`src/rtl/register_file.sv`:
```
// register_file
// -----------------------------------------------------------------------------
// General-purpose register file for the ID stage of the pipelined CPU.
// Provides two combinational read ports and one synchronous write port.
// Register $0 is hardwired to zero and has no storage behind it.
//
// Optional feature macro: REGFILE_BYPASS_EN
//   defined   -> a same-cycle write is forwarded to any read port addressing
//                the register being written (write-first / read-second).
//   undefined -> read ports return stored contents only.
//
// Parameters:
//   DATA_WIDTH  width of each register and of the data ports (default 32)
//   ADDR_WIDTH  register index width; 2**ADDR_WIDTH registers (default 5)
//
// Ports:
//   clk          rising-edge clock for all writes
//   reset        asynchronous active-low reset, clears every register
//   RegWrite     write enable, sampled at the rising edge of clk
//   write_addr   destination register index
//   write_data   value to write
//   read_addr_1  read port 1 index
//   read_addr_2  read port 2 index
//   read_data_1  combinational contents of read_addr_1
//   read_data_2  combinational contents of read_addr_2
// -----------------------------------------------------------------------------
module register_file #(
  parameter int DATA_WIDTH = 32,
  parameter int ADDR_WIDTH = 5
) (
  input  logic                  clk,
  input  logic                  reset,
  input  logic                  RegWrite,
  input  logic [ADDR_WIDTH-1:0] write_addr,
  input  logic [DATA_WIDTH-1:0] write_data,
  input  logic [ADDR_WIDTH-1:0] read_addr_1,
  input  logic [ADDR_WIDTH-1:0] read_addr_2,
  output logic [DATA_WIDTH-1:0] read_data_1,
  output logic [DATA_WIDTH-1:0] read_data_2
);

  localparam int NUM_REGS = 2 ** ADDR_WIDTH;

  // Read-side view of every register; entry 0 is a constant zero.
  logic [DATA_WIDTH-1:0] stored [NUM_REGS];

  genvar gi;
  generate
    for (gi = 0; gi < NUM_REGS; gi++) begin : g_reg
      if (gi == 0) begin : g_zero
        assign stored[gi] = '0;
      end else begin : g_store
        logic [DATA_WIDTH-1:0] value_reg;

        // Address 0 never matches here, so writes to $0 fall away naturally.
        always_ff @(posedge clk or negedge reset) begin
          if (!reset) begin
            value_reg <= '0;
          end else if (RegWrite && (write_addr == ADDR_WIDTH'(gi))) begin
            value_reg <= write_data;
          end
        end

        assign stored[gi] = value_reg;
      end
    end
  endgenerate

`ifdef REGFILE_BYPASS_EN
  // Forward only while out of reset so outputs stay zero during reset, and
  // never for $0 so that register always reads zero.
  logic bypass_1;
  logic bypass_2;

  always_comb begin
    bypass_1 = reset && RegWrite && (write_addr == read_addr_1) && (read_addr_1 != '0);
    bypass_2 = reset && RegWrite && (write_addr == read_addr_2) && (read_addr_2 != '0);
  end

  always_comb begin
    read_data_1 = bypass_1 ? write_data : stored[read_addr_1];
    read_data_2 = bypass_2 ? write_data : stored[read_addr_2];
  end
`else
  always_comb begin
    read_data_1 = stored[read_addr_1];
    read_data_2 = stored[read_addr_2];
  end
`endif

endmodule

```
`config.mk`:
```
export PLATFORM = sky130hd
export DESIGN_NAME = register_file
export DESIGN_NICKNAME = d
export VERILOG_FILES = /design/src/rtl/register_file.sv
export SDC_FILE = /design/constraint.sdc
export NUM_CORES = 2
export LEC_CHECK = 0
export CAP_MARGIN = 20
export CORE_MARGIN = 2
export CORE_UTILIZATION = 35
export CTS_BUF_LIST = sky130_fd_sc_hd__clkbuf_8
export CTS_CLUSTER_DIAMETER = 200
export CTS_CLUSTER_SIZE = 40
export DETAILED_ROUTE_END_ITERATION = 6
export PLACE_DENSITY = 0.58
export SYNTH_ARGS = -nofsm -noshare
export SYNTH_HDL_FRONTEND = slang
export SYNTH_SLANG_ARGS = --single-unit
```
`constraint.sdc`:
```
create_clock -name clk -period 2.9 [get_ports clk]
set_input_delay 0.725 -clock clk [delete_from_list [all_inputs] [get_ports clk]]
set_output_delay 0.725 -clock clk [all_outputs]
set_load 0.05 [all_outputs]
```
---- Word-level counts from Yosys, hierarchy flattened ----
Cells that the tools add are included.
cells by class
  add/sub/neg operators ................... 0
  $mul .................................... 0
  div/mod/pow operators ................... 0
  order comparisons ....................... 2
  eq/ne operators ......................... 31
  shift-type cells ........................ 0
  muxes and demuxes ....................... 6
  bitwise logic cells ..................... 2
  reduce and logical (&&, ||, !) cells .... 31
operators with widths
  cell                                                                   number
  32-bit binary-select mux with 5-bit select                             2
  32-bit two-way mux                                                     4
  5-bit equality test, second input constant                             16
  5-bit by 4-bit equality test with 1-bit output, second input constant  8
  1-bit logical AND                                                      31
  5-bit by 3-bit equality test with 1-bit output, second input constant  4
  6-bit >= comparator, second input constant                             2
  5-bit NOT with 6-bit output                                            2
  5-bit by 2-bit equality test with 1-bit output, second input constant  2
  5-bit by 1-bit equality test with 1-bit output, second input constant  1
storage, ports and cells
  register bits after elaboration ......... 992
  bits in latches ......................... 0
  RAM bits ................................ 0
  bits in read-only memories .............. 0
  bits of input ports ..................... 50
  output and inout bits ................... 64
  logic and storage cells ................. 103
  memories kept ........................... 0

---- Longest topological paths before layout ----
  depth in word-level cells ............... 4
  gate-level depth with buffers ........... 9
  mapped depth without buffers ............ 4

---- Worst setup path after synthesis ----
Ideal clock, no wire load.
  path kind ............................... input to output
  from .................................... input port read_addr_2[0]
  to ...................................... output port read_data_2[10]
  arrival ................................. 2.988 ns
  data required time ...................... 2.175 ns
  setup slack ............................. -0.813 ns
  stages .................................. 7
  buffers on the path ..................... 3
  cell sequence ........................... buf_4 -> buf_4 -> nor2b_1 -> clkbuf_1 -> a22o_1 -> a211oi_1 -> o31ai_1
on the way
  cells in the longest elaborated chain, start to end .. 4
ends and longest elaborated chain
  what                                                   RTL line  RTL
  from (decl)                                            37        input logic [ADDR_WIDTH-1:0] read_addr_2,
  5-bit NOT with 6-bit output (implied by the code)      87        read_data_2 = stored[read_addr_2];
  32-bit binary-select mux with 5-bit select             87
  32-bit two-way mux (implied by the code) (2 in a row)  87
  to (decl)                                              39        output logic [DATA_WIDTH-1:0] read_data_2
Every way passes these cells. The select of a mux whose other input is x is not followed.

---- Worst setup path after layout ----
  from .................................... register g_reg[29].g_store.value_reg[24]
  to ...................................... output port read_data_2[24]
on the way
  cells in the longest elaborated chain, start to end .. 3
ends and longest elaborated chain
  what                                                   RTL line  RTL
  from (decl)                                            53        logic [DATA_WIDTH-1:0] value_reg;
  from (signal assigned)                                 60        value_reg <= write_data;
  32-bit binary-select mux with 5-bit select             87
  32-bit two-way mux (implied by the code) (2 in a row)  87
Every way passes these cells. The select of a mux whose other input is x is not followed.

==> flow_metrics.env <==
export IMPL_cpPeakStageDelay_ns=0.48
export IMPL_min_period_ns=3.352
export IMPL_track_usage=0.2260
export IMPL_ys_seq_area_frac=0.4664
export IMPL_worstPathArrival_ns=2.63
export IMPL_path_delay_family="compound AO/OA/AOI/OAI gates"
export IMPL_via_per_inst=5.886
export IMPL_drive_above_1_share=0.5501
export IMPL_syn_nets=3689
export IMPL_drv_cap=0
export IMPL_ys_warnings_count=0
export IMPL_gr_total_overflow=0
export IMPL_crit_type="flip-flop to output port"
export IMPL_first_iter_violations=2702
export IMPL_portBuffers=113
export IMPL_largest_reg_flops=992
export IMPL_core_mm2=0.1515
export IMPL_drtPass1Iterations=5
export IMPL_stdcell_area_mm2=0.06396
export IMPL_crit_cells=5
export IMPL_syn_area_per_cell_um2=14.63
export IMPL_antenna_found_initial=7
export IMPL_holdCritPathClass="primary input to async pin"
export IMPL_cts_max_path_buffers=3
export IMPL_dpl_instance_area_mm2=0.06276
export IMPL_drt_wirelength_per_cell_um=29.90
export IMPL_synthFlopType="dfrtp_1"
export IMPL_ir_drop_uv=411.1
export IMPL_synthArstFlopShare=1.000
export IMPL_fin_skew_ns=0
export IMPL_violations="setup timing"
export IMPL_synth_top_area_cell="dfrtp_1"
export IMPL_final_nets=3944
export IMPL_worst_pin_slew_ns=0.6038
export IMPL_placed_cells=5866
export IMPL_critPathCaptureType="output port"
export IMPL_start_util=0.3512
export IMPL_dieArea_mm2=0.1552
export IMPL_max_freq_mhz=298.3
export IMPL_use_met2=0.3764
export IMPL_synth_top_cell_area_share=0.4664
export IMPL_cts_tree="built"
export IMPL_worstPathMaxFanout=3
export IMPL_dp_hpwl_um=121200
export IMPL_synth_edf_count=0
export IMPL_grt_pass1_vias=36398
export IMPL_slew_headroom=0.5975
export IMPL_setup_viol=64
export IMPL_status="complete, but fails checks"
export IMPL_critPathRequiredTime_ns=2.17
export IMPL_path_cells="mux4_2 -> a22o_1 -> o21ai_4 -> o31ai_4 -> buf_6"
export IMPL_clk_latency_ns=0.83
export IMPL_timing_final_ws_setup_ns=-0.4524
export IMPL_grt_busiest_layer="met2"
export IMPL_met1_usage=0.3155
export IMPL_yosysMostFrequentCell="dfrtp_1"
export IMPL_place_gp_congestion=0.8322
export IMPL_seq_area_mm2=0.02482
export IMPL_multi_input_area_mm2=0.02813
export IMPL_synthToLayoutAreaGrowth_pct=20.16
export IMPL_cp_start_kind="flip-flop"
export IMPL_row_count=143
export IMPL_hold_viol=0
export IMPL_vias=34912
export IMPL_numCtsBuffers=29
export IMPL_leakagePower_nw=27.34
export IMPL_htreeDepth=1
export IMPL_place_ws_ns=-0.6084
export IMPL_final_antenna_net_count=0
export IMPL_ys_top_cells_by_area="dfrtp_1 47%, mux2_2 20%, mux4_2 16%, a22o_1 3.1%, mux2i_1 3.0%"
export IMPL_slowest_stage="mux4_2"
export IMPL_grt_pass1_wl_um=262700
export IMPL_dieHeight_um=394.0
export IMPL_final_cell_count_no_fill=5931
export IMPL_final_core_util=0.4220
export IMPL_finalMaxSlewViolations=0
export IMPL_synth_cells=3639
export IMPL_drc_errors=0
export IMPL_grt_max_degree=104
export IMPL_netlist_top_cells_count="992 x dfrtp_1, 938 x mux2_2, 384 x mux4_2"
export IMPL_rsz0062_at_grt="true"
export IMPL_clkTransAtPathRegs_ns=0.24
export IMPL_syn_area_mm2=0.05323
export IMPL_yosys_cell_types_count=30
export IMPL_p_per_area_mw_per_mm2=539.9
export IMPL_setup_tns_ns=-23.41
export IMPL_cts_root_buf="clkbuf_8"
export IMPL_wl_um=177300
export IMPL_yosys_register_bits=992
export IMPL_die_w_um=394.0
export IMPL_clock_sinks=992
export IMPL_reg2reg_depth=3
export IMPL_timing_final_crit_share=1.156
export IMPL_gr_usage_met3=0.02356
export IMPL_ios=114
export IMPL_cp_num_buf_inv=1
export IMPL_n_fill_cell=13782
==> final cells by class <==
type,count,area share
Antenna cell,5,0.0001956
Clock buffer,29,0.006241
Clock inverter,4,0.001017
Inverter,2,0.0001565
Multi-Input combinational cell,2238,0.4399
Sequential cell,992,0.3881
Tap cell,2030,0.03971
Timing Repair Buffer,631,0.1247
==> per-layer routing <==
metal | vias up | part of all wire
met3 | 229 | 0.050
met4 | 2 | 0.028
li1 | 14501 | -
met5 | - | 0.000056
met2 | 1057 | 0.48
met1 | 19123 | 0.44
==> logic make-up after synthesis <==
group | synth area share
multiplexers | 0.4161
flip-flops | 0.4664
AO/OA/AOI/OAI | 0.06302
buffers and inverters | 0.03618
AND/OR/NAND/NOR | 0.01826
==> where the power goes <==
group	internal, W	switching [W]
registers	0.0165	0.00203
clock network	0.000956	0.00430
logic	0.00624	0.00450
==> final timing paths <==
| check | from | endpoint | slack (ns) |
|---|---|---|---|
| max | g_reg[29].g_store.value_reg[24] | read_data_2[24] | -0.45 |
| min | reset | g_reg[15].g_store.value_reg[18] | 0.32 |
| max reg2reg | g_reg[26].g_store.value_reg[22] | g_reg[26].g_store.value_reg[22] | 1.81 |
| min reg2reg | g_reg[14].g_store.value_reg[2] | g_reg[14].g_store.value_reg[2] | 0.54 |
| max in group asynchronous | reset | g_reg[29].g_store.value_reg[2] | 1.55 |
| min in group clk | g_reg[14].g_store.value_reg[2] | g_reg[14].g_store.value_reg[2] | 0.54 |
==> metrics by stage <==
stage	hold WS, ns	total power [W]
2_1_floorplan	0.4294	0.02559
3_3_place_gp	0.4839	0.02907
3_5_place_dp	0.4922	0.02935
4_1_cts	0.2790	0.03470
5_1_grt	0.3112	0.03620
6_report	0.3165	0.03453
==> repair_timing <==
action / CTS / global route
setup buffers: 16 / 14
hold buffers: 1 / 0
resized for setup: 79 / 8
endpoints found under the hold margin: 24 / 0
setup endpoints to repair: 64 / 64
gates cloned: 3 / 0
pin swaps: 143 / 59
==> layout by cell type (no fill, tap or decap), drive strengths merged <==
cell type	count
and3	32
mux2i	162
clkinv	1
nand2	80
dlygate4sd3	1
inv	4
diode	5
a22o	191
clkinvlp	1
bufbuf	3
nand2b	5
mux4	384
nor3	3
o22ai	64
nand4	1
o31ai	64
nor2	15
o21ai	64
nand4b	3
nor3b	2
nor2b	10
a211oi	64
clkbuf	29
mux2	1055
nor4	1
or3	3
clkdlybuf4s50	38
dfrtp	992
buf	589
nand3	1
and2	34
No activity file was read; power rests on OpenSTA's default activity.
